==> config.mk <==
export PLATFORM = sky130hd
export DESIGN_NAME = uart_tx_fifo
export DESIGN_NICKNAME = d
export VERILOG_FILES = /design/src/rtl/uart_pkg.sv /design/src/rtl/uart_fifo.sv /design/src/rtl/uart_tx_fifo.sv
export SDC_FILE = /design/constraint.sdc
export NUM_CORES = 1
export LEC_CHECK = 0
export BUFFER_PORTS_ARGS = -buffer_cell sky130_fd_sc_hd__buf_2
export CAP_MARGIN = 10
export CORE_MARGIN = 10
export CORE_UTILIZATION = 64
export CTS_CLUSTER_SIZE = 8
export DETAILED_ROUTE_END_ITERATION = 7
export GPL_ROUTABILITY_DRIVEN = 0
export GPL_TIMING_DRIVEN = 0
export PLACE_DENSITY = 0.83
export SLEW_MARGIN = 20
export SYNTH_ARGS = -nofsm -noshare
export SYNTH_HDL_FRONTEND = slang
export SYNTH_SLANG_ARGS = --single-unit
==> constraint.sdc <==
create_clock -name clk -period 4.1 [get_ports clk]
set_input_delay 0.82 -clock clk [delete_from_list [all_inputs] [get_ports clk]]
set_output_delay 0.82 -clock clk [all_outputs]
set_load 0.005 [all_outputs]
==> src/rtl/uart_pkg.sv <==
// Shared UART constants: default line timing, derived bit period and
// shifter state encoding, used by both the transmit and receive sides.
package uart_pkg;

  localparam int CLK_HZ_DEFAULT = 50_000_000;
  localparam int BAUD_DEFAULT   = 115_200;
  localparam int FRAME_BITS     = 10;

  localparam logic [1:0] IDLE  = 2'd0;
  localparam logic [1:0] START = 2'd1;
  localparam logic [1:0] DATA  = 2'd2;
  localparam logic [1:0] STOP  = 2'd3;

  // Clocks per bit; truncation matches the receiver's sampling period.
  function automatic int baud_div(input int clk_hz, input int baud);
    return clk_hz / baud;
  endfunction

  localparam int DIV_DEFAULT = baud_div(CLK_HZ_DEFAULT, BAUD_DEFAULT);

endpackage

==> src/rtl/uart_fifo.sv <==
// Small synchronous FIFO with show-ahead read data; pushes into a full FIFO
// are ignored even when a pop happens in the same cycle.
module uart_fifo #(
  parameter int DEPTH = 4,
  parameter int WIDTH = 8
) (
  input  logic             clk,
  input  logic             rst,
  input  logic             push,
  input  logic [WIDTH-1:0] push_data,
  input  logic             pop,
  output logic [WIDTH-1:0] rd_data,
  output logic             full,
  output logic             empty
);

  localparam int AW = $clog2(DEPTH);

  logic [WIDTH-1:0] mem [DEPTH];
  logic [AW-1:0]    wr_ptr_reg;
  logic [AW-1:0]    rd_ptr_reg;
  logic [AW:0]      count_reg;
  logic             do_push;
  logic             do_pop;

  assign full    = (count_reg == (AW+1)'(DEPTH));
  assign empty   = (count_reg == '0);
  assign do_push = push & ~full;
  assign do_pop  = pop & ~empty;
  assign rd_data = mem[rd_ptr_reg];

  always_ff @(posedge clk) begin
    if (do_push) begin
      mem[wr_ptr_reg] <= push_data;
    end
  end

  always_ff @(posedge clk) begin
    if (rst) begin
      wr_ptr_reg <= '0;
      rd_ptr_reg <= '0;
      count_reg  <= '0;
    end else begin
      if (do_push) begin
        wr_ptr_reg <= wr_ptr_reg + 1'b1;
      end
      if (do_pop) begin
        rd_ptr_reg <= rd_ptr_reg + 1'b1;
      end
      case ({do_push, do_pop})
        2'b10:   count_reg <= count_reg + 1'b1;
        2'b01:   count_reg <= count_reg - 1'b1;
        default: count_reg <= count_reg;
      endcase
    end
  end

endmodule

==> src/rtl/uart_tx_fifo.sv <==
// Buffered 8N1 UART transmitter: CPU writes fill a FIFO, the shifter drains
// it back-to-back and raises a sticky interrupt once the line goes idle.
module uart_tx_fifo
  import uart_pkg::*;
#(
  parameter int CLK_HZ = CLK_HZ_DEFAULT,
  parameter int BAUD   = BAUD_DEFAULT,
  parameter int DEPTH  = 4
) (
  input  logic       clk,
  input  logic       rst,
  input  logic       wr_en,
  input  logic [7:0] wr_data,
  input  logic       int_clr,
  output logic       tx,
  output logic       busy,
  output logic       fifo_full,
  output logic       fifo_empty,
  output logic       int_req
);

  localparam int DIV = baud_div(CLK_HZ, BAUD);
  localparam int CW  = (DIV > 1) ? $clog2(DIV) : 1;
  localparam logic [CW-1:0] DIV_LAST = CW'(DIV - 1);

  logic [1:0]    state_reg;
  logic [CW-1:0] baud_cnt_reg;
  logic [2:0]    bit_idx_reg;
  logic [2:0]    bit_idx_next;
  logic [7:0]    shift_reg;
  logic          tx_reg;
  logic          int_req_reg;
  logic [7:0]    fifo_data;
  logic          bit_end;
  logic          pop;
  logic          int_set;
  logic          wr_accepted;

  uart_fifo #(
    .DEPTH (DEPTH),
    .WIDTH (8)
  ) u_fifo (
    .clk       (clk),
    .rst       (rst),
    .push      (wr_en),
    .push_data (wr_data),
    .pop       (pop),
    .rd_data   (fifo_data),
    .full      (fifo_full),
    .empty     (fifo_empty)
  );

  assign bit_end      = (baud_cnt_reg == DIV_LAST);
  assign bit_idx_next = bit_idx_reg + 3'd1;
  // STOP hands straight over to the next queued byte, so there is no idle gap.
  assign pop          = ~fifo_empty & ((state_reg == IDLE) | ((state_reg == STOP) & bit_end));
  assign int_set      = (state_reg == STOP) & bit_end & fifo_empty;
  assign wr_accepted  = wr_en & ~fifo_full;

  assign tx      = tx_reg;
  assign int_req = int_req_reg;
  assign busy    = (state_reg != IDLE) | ~fifo_empty;

  always_ff @(posedge clk) begin
    if (rst) begin
      state_reg    <= IDLE;
      baud_cnt_reg <= '0;
      bit_idx_reg  <= '0;
      shift_reg    <= '0;
      tx_reg       <= 1'b1;
      int_req_reg  <= 1'b0;
    end else begin
      if (int_set) begin
        int_req_reg <= 1'b1;
      end else if (int_clr | wr_accepted) begin
        int_req_reg <= 1'b0;
      end

      case (state_reg)
        IDLE: begin
          baud_cnt_reg <= '0;
          if (pop) begin
            shift_reg <= fifo_data;
            tx_reg    <= 1'b0;
            state_reg <= START;
          end
        end
        START: begin
          if (bit_end) begin
            baud_cnt_reg <= '0;
            bit_idx_reg  <= '0;
            tx_reg       <= shift_reg[0];
            state_reg    <= DATA;
          end else begin
            baud_cnt_reg <= baud_cnt_reg + 1'b1;
          end
        end
        DATA: begin
          if (bit_end) begin
            baud_cnt_reg <= '0;
            if (bit_idx_reg == 3'd7) begin
              tx_reg    <= 1'b1;
              state_reg <= STOP;
            end else begin
              bit_idx_reg <= bit_idx_next;
              tx_reg      <= shift_reg[bit_idx_next];
            end
          end else begin
            baud_cnt_reg <= baud_cnt_reg + 1'b1;
          end
        end
        STOP: begin
          if (bit_end) begin
            baud_cnt_reg <= '0;
            if (pop) begin
              shift_reg <= fifo_data;
              tx_reg    <= 1'b0;
              state_reg <= START;
            end else begin
              state_reg <= IDLE;
            end
          end else begin
            baud_cnt_reg <= baud_cnt_reg + 1'b1;
          end
        end
        default: state_reg <= IDLE;
      endcase
    end
  end

endmodule

==> summary.md, run 1 <==
| Metric | Value |
|---|---|
| Status | finished, final reports clean |
| R2R depth | 11 |
| Number of global-route vias before repair | 1,891 |
| Pleak | 0.00120 uW |
| TritonCTS clock tree | done |
| Diodes inserted | 0 |
| Mapped cell area | 0.00289 mm2 |
| Gr ovfl total | 0 |
| H-Tree Depth | 3 |
| Via/cell ratio | 5.84 |
| CP cell instances | or3_1, inv_1, buf_2, nand2_1, buf_2 |
| Buf+Inv Stages, Crit Path | 3 |
| Max-cap violations | 0 |
| Rows | 24 |
| Crit. Startpoint | u_fifo.count_reg[0] |
| Num Clock Sinks | 65 |
| Worst IR Drop VDD | 0.370 mV |
| Total core area | 0.00435 mm2 |
| Final Total Pwr | 2140 uW |
| Number of synthesized flops with an enable pin | 32 |
| Pin count of the biggest net entering global routing | 12 |
| Share of the synthesized area in the top cell type | 0.333 |
| Max Slew Vio Count | 0 |
| CP Capture Point | busy |
| WHS | 471 ps |
| ANT nets after route | 0 |
| Stages on the worst setup path | 5 |
| Fill cells | 280 |
| Die ar. | 0.00760 mm2 |
| Post-route cell area | 0.00323 mm2 |
| Commonest register cell after synthesis | dfxtp_1 |
| DRT Wirelength | 5.08 mm |
| Clock skew | 8.46 ps |
| Multi-input logic area | 0.00116 mm2 |
| Worst EP required | 3280 ps |
| Startpoint types | register |
| # setup viols final | 0 |
| Synth area leaders | edfxtp_1 33%, dfxtp_1 23%, mux4_2 7.8% |
| I/O pins | 17 |
| Crit path kind | reg -> out |
| Clk_lat worst skew | 340 ps |
| Max FFs per register | 32 |
| Sequential Area | 0.00162 mm2 |
| Vias after detailed routing | 1,862 |
| Cell mode on critical path | buf_2 |
| Bufs on Longest Clock Path | 2 |
| First-pass GRT wire length | 8.49 mm |
| Placed Area | 0.00303 mm2 |
| Reg2reg setup slack | 1600 ps |
| Final-report hold violation count | 0 |
| Largest area contributor in the netlist | edfxtp_1 |
| Slowest CP cell | or3_1 |
| Reg-to-Reg Start | baud_cnt_reg[0] |
| CTS Hold Buffers Added | 0 |
| CTS buffer count | 9 |
| Worst Tran Pin Value | 642 ps |
| Die W | 87.2 um |
| Fmax | 389 MHz |
| Critical Path Sink Type | output port |
| Wirelength per Cell | 15.9 um |
| Netlist cell types | 43 |
| GR Util All Layers | 0.145 |
| Initial antenna violation count | 0 |
| Residual DRC count | 0 |
| Setup bufs post-CTS | 0 |
| Avg Synthesized Cell Area | 12.2 um2 |
| Commonest non-fill, non-tap cell in the layout | dfxtp_1 |
| Port Buf Inserts | 15 |
| Minimum clock period | 2570 ps |
| Cells after synthesis | 236 |
| Crit path max fanout | 10 |
| Die height | 87.2 um |
| DP HPWL | 3.53 mm |
| Clock transition at the registers of the reported paths | 70 ps |
| Post-synth ARST share | 0 |
| DRT iter0 DRCs | 114 |
| Setup TNS | 0 ps |
| Worst Hold Class | reg -> reg |
| Util after Layout | 0.742 |
| Relative slew slack | 0.570 |
| Effective utilization at floorplan | 0.663 |
| Data arrival time of the worst path | 1750 ps |
| CP peak stage delay | 440 ps |
| Share of cells above drive strength 1 | 0.180 |
| Period Utilization, post-route | 0.626 |
| PD cells | 663 mW/mm2 |
| Register bit count reported by yosys | 65 |
| Layout Nets | 289 |
| Commonest non-fill, non-tap cells in the layout | 33 x dfxtp_1, 32 x edfxtp_1, 25 x nor2_1, 17 x a21oi_1, 16 x buf_2 |
| Ys Warns | 0 |
| Post-synthesis sequential area ratio | 0.562 |
| DR pass1 iterations | 4 |
| Reg2reg end | u_fifo.count_reg[2] |
| Area grow syn2layout | 11.9% |
| Mapped Nets | 263 |
| Delay-heaviest family, CP | buffers and inverters |
| Clk root buf | clkbuf_8 |
| Resized Gates After CTS | 0 |
| Unrepaired setup endpoints after global routing | false |
==> worst min-delay path by stage <==
stage                            to  cells past startpoint  slack [ps]            start
global route           shift_reg[6]                      2         510     shift_reg[6]
finish              baud_cnt_reg[0]                      1         470  baud_cnt_reg[0]
CTS                    shift_reg[1]                      2         480     shift_reg[1]
detailed placement  baud_cnt_reg[0]                      1         470  baud_cnt_reg[0]
global placement    baud_cnt_reg[0]                      1         440  baud_cnt_reg[0]
floorplan           baud_cnt_reg[0]                      1         430  baud_cnt_reg[0]
==> worst reg2reg max path: cells and delay by family (launching register included) <==
kind	cells	cell delay, ps
DFF	1	370
AOI/OAI and AO/OA	2	300
xor gates and xnor gates	1	160
and+or+nand+nor	3	680
adders and majority gates	3	740
buffers and inverters	2	190
==> final cells by class <==
class / instances / area share
timing repair buffer: 15 / 0.0232
clock buffer: 12 / 0.0418
tap: 52 / 0.0201
inverter: 11 / 0.0128
multi-input combinational: 149 / 0.360
sequential: 65 / 0.502
clock inverter: 4 / 0.0213
buffer: 11 / 0.0186
==> power breakdown <==
| group | switching, uW | total (uW) | internal (uW) |
|---|---|---|---|
| sequential | 63.6 | 866 | 802 |
| clock | 229 | 569 | 340 |
| combinational | 407 | 706 | 299 |
==> through the flow <==
step                      setup slack (ps)  std cells
final                                 1530        319
after floorplan                       1710        236
after global routing                  1410        319
after CTS                             1530        319
after detailed placement              1460        303
after global placement                1520        303
==> cells in the mapped netlist (all sizes together), types with 2 or more instances <==
cell	number
nor2	25
a31oi	2
nor2b	6
mux4	10
dfxtp	33
ha	14
mux2i	5
xnor2	6
edfxtp	32
inv	11
clkbuf	7
nand3	12
nand2	4
and2	7
or3	4
a21o	2
xor2	4
o21ai	12
a21oi	17
and3	3
buf	4
==> cell families after synthesis <==
| kind of cell | after synthesis | share of synthesized area |
|---|---|---|
| DFF | 65 | 0.562 |
| adders and majority gates | 15 | 0.0676 |
| xor gates and xnor gates | 10 | 0.0303 |
| and+or+nand+nor | 68 | 0.125 |
| buffers and inverters | 22 | 0.0351 |
| muxes | 16 | 0.0992 |
| AOI/OAI and AO/OA | 40 | 0.0815 |
==> layer usage <==
metal | wire length, um | vias to the layer above | GRT usage
li1 | - | 908 | -
met1 | 2210 | 888 | 0.169
met2 | 2470 | 51 | 0.224
met3 | 258 | 15 | 0.0487
met4 | 140 | 0 | 0.0913
met5 | 0 | - | 0
No activity file was read; power rests on OpenSTA's default activity.
==> run 2: changes to the inputs <==
--- a/config.mk
+++ b/config.mk
@@ -8,12 +8,12 @@
 export BUFFER_PORTS_ARGS = -buffer_cell sky130_fd_sc_hd__buf_2
 export CAP_MARGIN = 10
 export CORE_MARGIN = 10
-export CORE_UTILIZATION = 64
+export CORE_UTILIZATION = 60
 export CTS_CLUSTER_SIZE = 8
 export DETAILED_ROUTE_END_ITERATION = 7
 export GPL_ROUTABILITY_DRIVEN = 0
 export GPL_TIMING_DRIVEN = 0
-export PLACE_DENSITY = 0.83
+export PLACE_DENSITY = 0.79
 export SLEW_MARGIN = 20
 export SYNTH_ARGS = -nofsm -noshare
 export SYNTH_HDL_FRONTEND = slang
==> constraint.sdc (replaced) <==
create_clock -name clk -period 2.6 [get_ports clk]
set_input_delay 0.52 -clock clk [delete_from_list [all_inputs] [get_ports clk]]
set_output_delay 0.52 -clock clk [all_outputs]
set_load 0.005 [all_outputs]
==> summary.md, run 2 (synthesized netlist as in run 1, its figures left out) <==
| Metric | Value |
|---|---|
| Initial antenna violation count | 0 |
| Vias after detailed routing | 1,845 |
| H-Tree Depth | 3 |
| Worst IR Drop VDD | 0.648 mV |
| Worst Hold Class | in -> reg |
| DRT iter0 DRCs | 127 |
| Unrepaired setup endpoints after global routing | false |
| Reg2reg end | u_fifo.count_reg[2] |
| Max Slew Vio Count | 0 |
| Setup TNS | 0 ps |
| Diodes inserted | 0 |
| R2R depth | 12 |
| Wirelength per Cell | 15.0 um |
| Fmax | 410 MHz |
| Crit. Startpoint | baud_cnt_reg[1] |
| Clk root buf | clkbuf_8 |
| Bufs on Longest Clock Path | 2 |
| Max-cap violations | 0 |
| Num Clock Sinks | 65 |
| Pleak | 0.00121 uW |
| Commonest non-fill, non-tap cells in the layout | 32 x dfxtp_1, 32 x edfxtp_1, 24 x nor2_1, 16 x buf_2, 16 x a21oi_1 |
| Met2 WL | 2.29 mm |
| WL met1 | 2.29 mm |
| Via/cell ratio | 5.69 |
| CTS Hold Buffers Added | 0 |
| Final-report hold violation count | 0 |
| Met3 wire len | 166 um |
| Die W | 89.4 um |
| Die height | 89.4 um |
| Post-place setup slack | 104 ps |
| Port Buf Inserts | 15 |
| Period Utilization, post-route | 0.938 |
| Worst Tran Pin Value | 548 ps |
| Reg2reg setup slack | 160 ps |
| Layout Nets | 292 |
| CTS buffer count | 9 |
| Reg-to-Reg Start | baud_cnt_reg[1] |
| Minimum clock period | 2440 ps |
| Die ar. | 0.00799 mm2 |
| Crit path kind | reg -> reg |
| Placed insts | 305 |
| Status | finished, final reports clean |
| Rows | 25 |
| Worst setup margin | 161 ps |
| DRT Wirelength | 4.87 mm |
| # setup viols final | 0 |
| Non-Filler Instances | 324 |
| Total core area | 0.00469 mm2 |
| Number of global-route vias before repair | 1,833 |
| Worst EP required | 2870 ps |
| Clk_lat worst skew | 330 ps |
| Clock transition at the registers of the reported paths | 70 ps |
| DP HPWL | 3.45 mm |
| First-pass GRT wire length | 8.23 mm |
| GR Util All Layers | 0.136 |
| Uppermost routed layer | met4 |
| ANT nets after route | 0 |
| Data arrival time of the worst path | 2710 ps |
| Clock skew | 7.52 ps |
| I/O pins | 17 |
| Relative slew slack | 0.633 |
| Effective utilization at floorplan | 0.615 |
| Critical Path Sink Type | register |
| Crit path max fanout | 5 |
| DR pass1 iterations | 4 |
| Pin count of the biggest net entering global routing | 12 |
| CP Capture Point | u_fifo.count_reg[2] |
| Max FFs per register | 32 |
| Residual DRC count | 0 |
| Share of cells above drive strength 1 | 0.219 |
| Gr ovfl total | 0 |
| Startpoint types | register |
| PD cells | 987 mW/mm2 |
| TritonCTS clock tree | done |
| Area grow syn2layout | 12.1% |
## run 2: cell types whose count changed in the layout (fill, tap and decap cells not counted), sizes merged
| cell | before | now |
|---|---|---|
| buf | 19 | 22 |
| bufinv | 2 | 0 |
| clkinv | 2 | 4 |
## run 2: per-stage QoR
stage / hold WS [ps] / power, uW / utilization / instance area, um2
final: 388 / 3200 / 0.690 / 3240
after global routing: 387 / 3440 / 0.690 / 3240
after CTS: 377 / 3180 / 0.681 / 3200
after detailed placement: 461 / 2460 / 0.646 / 3030
after global placement: 445 / 2430 / 0.646 / 3030
after floorplan: 429 / 2190 / - / 2890
## run 2: metal layers
metal / up-vias / global-route usage
met3: 12 / 0.0337
met5: - / 0
li1: 909 / -
met2: 36 / 0.208
met1: 888 / 0.167
met4: 0 / 0.0896
## run 2: worst min path at each step
stage / start / endpoint / depth (start not counted) / slack (ps)
global placement: baud_cnt_reg[0] / baud_cnt_reg[0] / 1 / 440
floorplan: baud_cnt_reg[0] / baud_cnt_reg[0] / 1 / 430
finish: wr_data[2] / u_fifo.mem[3][2] / 1 / 390
global route: wr_data[2] / u_fifo.mem[1][2] / 1 / 390
detailed placement: baud_cnt_reg[0] / baud_cnt_reg[0] / 1 / 460
CTS: wr_data[2] / u_fifo.mem[3][2] / 1 / 380
## run 2: power breakdown
part / switching, uW / internal, uW / total, uW
Combinational: 635 / 481 / 1120
Clock: 352 / 366 / 718
Sequential: 95.0 / 1270 / 1360
## run 2: critical path, cell delays in order, from the launching register on
cell	delay, ps
dfxtp_1	320
inv_1	50
ha_1	140
and4b_1	220
buf_6	120
a31oi_2	130
nor2_2	190
ha_2	200
inv_1	50
fa_2	330
xor2_1	150
or3_1	330
a21oi_2	140
## run 2: area by class of cell
type                    instances  area (um2)
flip-flops and latches         65        1620
well taps                      54        67.6
inverters                      11        41.3
clock inverters                 4        20.0
plain buffers                  11        60.1
clock buffers                  12         145
fillers                       329        1460
multi-input cells             149        1180
repair buffers                 18        97.6
## run 2: what timing repair did
item,CTS,global route
gates resized for setup,0,6
setup endpoints to repair,0,1
hold endpoints to repair,0,0
setup buffers,0,3
==> run 3: changes to the inputs <==
--- a/config.mk
+++ b/config.mk
@@ -8,12 +8,11 @@
 export BUFFER_PORTS_ARGS = -buffer_cell sky130_fd_sc_hd__buf_2
 export CAP_MARGIN = 10
 export CORE_MARGIN = 10
-export CORE_UTILIZATION = 60
+export CORE_UTILIZATION = 45
 export CTS_CLUSTER_SIZE = 8
 export DETAILED_ROUTE_END_ITERATION = 7
 export GPL_ROUTABILITY_DRIVEN = 0
 export GPL_TIMING_DRIVEN = 0
-export PLACE_DENSITY = 0.79
 export SLEW_MARGIN = 20
 export SYNTH_ARGS = -nofsm -noshare
 export SYNTH_HDL_FRONTEND = slang
==> summary.md, run 3 (synthesized netlist as in run 1, its figures left out) <==
| Metric | Value |
|---|---|
| DR pass1 iterations | 4 |
| Number of global-route vias before repair | 1,745 |
| Layout Nets | 289 |
| Setup TNS | 0 ps |
| Worst IR Drop VDD | 0.468 mV |
| Total core area | 0.00628 mm2 |
| Final Total Pwr | 3350 uW |
| Max Slew Vio Count | 0 |
| Period Utilization, post-route | 0.943 |
| Die height | 100 um |
| Commonest non-fill, non-tap cells in the layout | 32 x dfxtp_1, 32 x edfxtp_1, 24 x nor2_1, 17 x a21oi_1, 16 x buf_2 |
| Startpoint types | register |
| Port Buf Inserts | 15 |
| Reg-to-Reg Start | baud_cnt_reg[1] |
| Crit. Startpoint | baud_cnt_reg[1] |
| CTS Hold Buffers Added | 0 |
| Die ar. | 0.0100 mm2 |
| Rows | 29 |
| Clock transition at the registers of the reported paths | 70 ps |
| GR Util All Layers | 0.105 |
| Placed Area | 0.00306 mm2 |
| PD cells | 1020 mW/mm2 |
| # setup viols final | 0 |
| DRT Wirelength | 4.87 mm |
| Initial antenna violation count | 0 |
| I/O pins | 17 |
| Area grow syn2layout | 13.6% |
| Hold Startpoint | wr_data[5] |
| Data arrival time of the worst path | 2720 ps |
| Max FFs per register | 32 |
| Delay-heaviest family, CP | adder cells |
| Cell mode on critical path | inv_1 |
| ANT nets after route | 0 |
| Slowest CP cell | fa_1 |
| DRT iter0 DRCs | 102 |
| Util after Layout | 0.523 |
| H-Tree Depth | 3 |
| Gr ovfl total | 0 |
| DP HPWL | 3.48 mm |
| Pleak | 0.00121 uW |
| Worst Hold Class | in -> reg |
| Post-place setup slack | 109 ps |
| Crit path max fanout | 8 |
| Clk_lat worst skew | 330 ps |
| Relative slew slack | 0.635 |
| TritonCTS clock tree | done |
| Crit path kind | reg -> reg |
| Vias after detailed routing | 1,751 |
| First-pass GRT wire length | 8.35 mm |
| Via/cell ratio | 5.09 |
| Max-cap violations | 0 |
| Clock skew | 9.22 ps |
| Critical Path Sink Type | register |
| Worst Tran Pin Value | 545 ps |
| Status | finished, final reports clean |
| Pin count of the biggest net entering global routing | 12 |
| Worst EP required | 2860 ps |
| Worst setup margin | 148 ps |
| Die W | 100 um |
| Diodes inserted | 0 |
| Num Clock Sinks | 65 |
| Share of cells above drive strength 1 | 0.202 |
| Fmax | 408 MHz |
| Buf+Inv Stages, Crit Path | 3 |
| Residual DRC count | 0 |
| Minimum clock period | 2450 ps |
| CP peak stage delay | 370 ps |
| Effective utilization at floorplan | 0.460 |
| Bufs on Longest Clock Path | 2 |
| Wirelength per Cell | 14.1 um |
| CTS buffer count | 9 |
| CP cell instances | inv_1, ha_1, and4b_1, buf_6, a31oi_2, nor2_2, ha_2, inv_1, fa_1, xor2_1, or3_1, a21oi_1 |
| Final-report hold violation count | 0 |
| Post-route cell area | 0.00328 mm2 |
| Clk root buf | clkbuf_8 |
==> run 3: power by group <==
part | leakage [uW] | internal (uW) | switching [uW]
registers | 0.000563 | 1270 | 94.5
clock network | 0.000108 | 535 | 368
logic | 0.000538 | 479 | 612
total | 0.00121 | 2280 | 1070
==> run 3: final timing paths <==
path	to	slack [ps]	cells after the start
worst max-delay path	u_fifo.count_reg[2]	150	12
worst min register to register	baud_cnt_reg[0]	430	1
worst max register to register	u_fifo.count_reg[2]	150	12
worst min-delay path	u_fifo.mem[2][5]	400	1
==> run 3: per-layer routing <==
| layer | up-vias | part of all wire | track usage |
|---|---|---|---|
| met3 | 8 | 0.035 | 0.0302 |
| met2 | 23 | 0.45 | 0.154 |
| li1 | 902 | - | - |
| met5 | - | 0 | 0 |
| met4 | 0 | 0.014 | 0.0587 |
| met1 | 818 | 0.50 | 0.136 |
==> run 3: what timing repair did <==
action | CTS | global route
endpoints found under the hold margin | 0 | 0
endpoints found under the setup margin | 0 | 1
buffers inserted | 0 | 0
resized for setup | 0 | 4
==> run 3: cell type report <==
type,instances,area [um2]
Clock inverter,6,82.6
Sequential cell,65,1620
Clock buffer,10,128
Tap cell,77,96.3
Fill cell,574,3000
Inverter,11,41.3
Buffer,11,60.1
Multi-Input combinational cell,149,1180
Timing Repair Buffer,15,75.1
==> run 3: through the flow <==
| step | cells | hold slack, ps |
|---|---|---|
| final | 344 | 402 |
| after floorplan | 236 | 429 |
| after CTS | 344 | 386 |
| after detailed placement | 328 | 457 |
| after global placement | 328 | 449 |
| after global routing | 344 | 387 |
==> run 3: worst register-to-register path: cells and delay by family (launching register included) <==
| kind | cells | cell delay [ps] |
|---|---|---|
| fa+ha+maj | 3 | 700 |
| flops | 1 | 320 |
| buf+inv | 3 | 240 |
| simple gates | 3 | 700 |
| compound gates | 2 | 260 |
| xor+xnor | 1 | 150 |
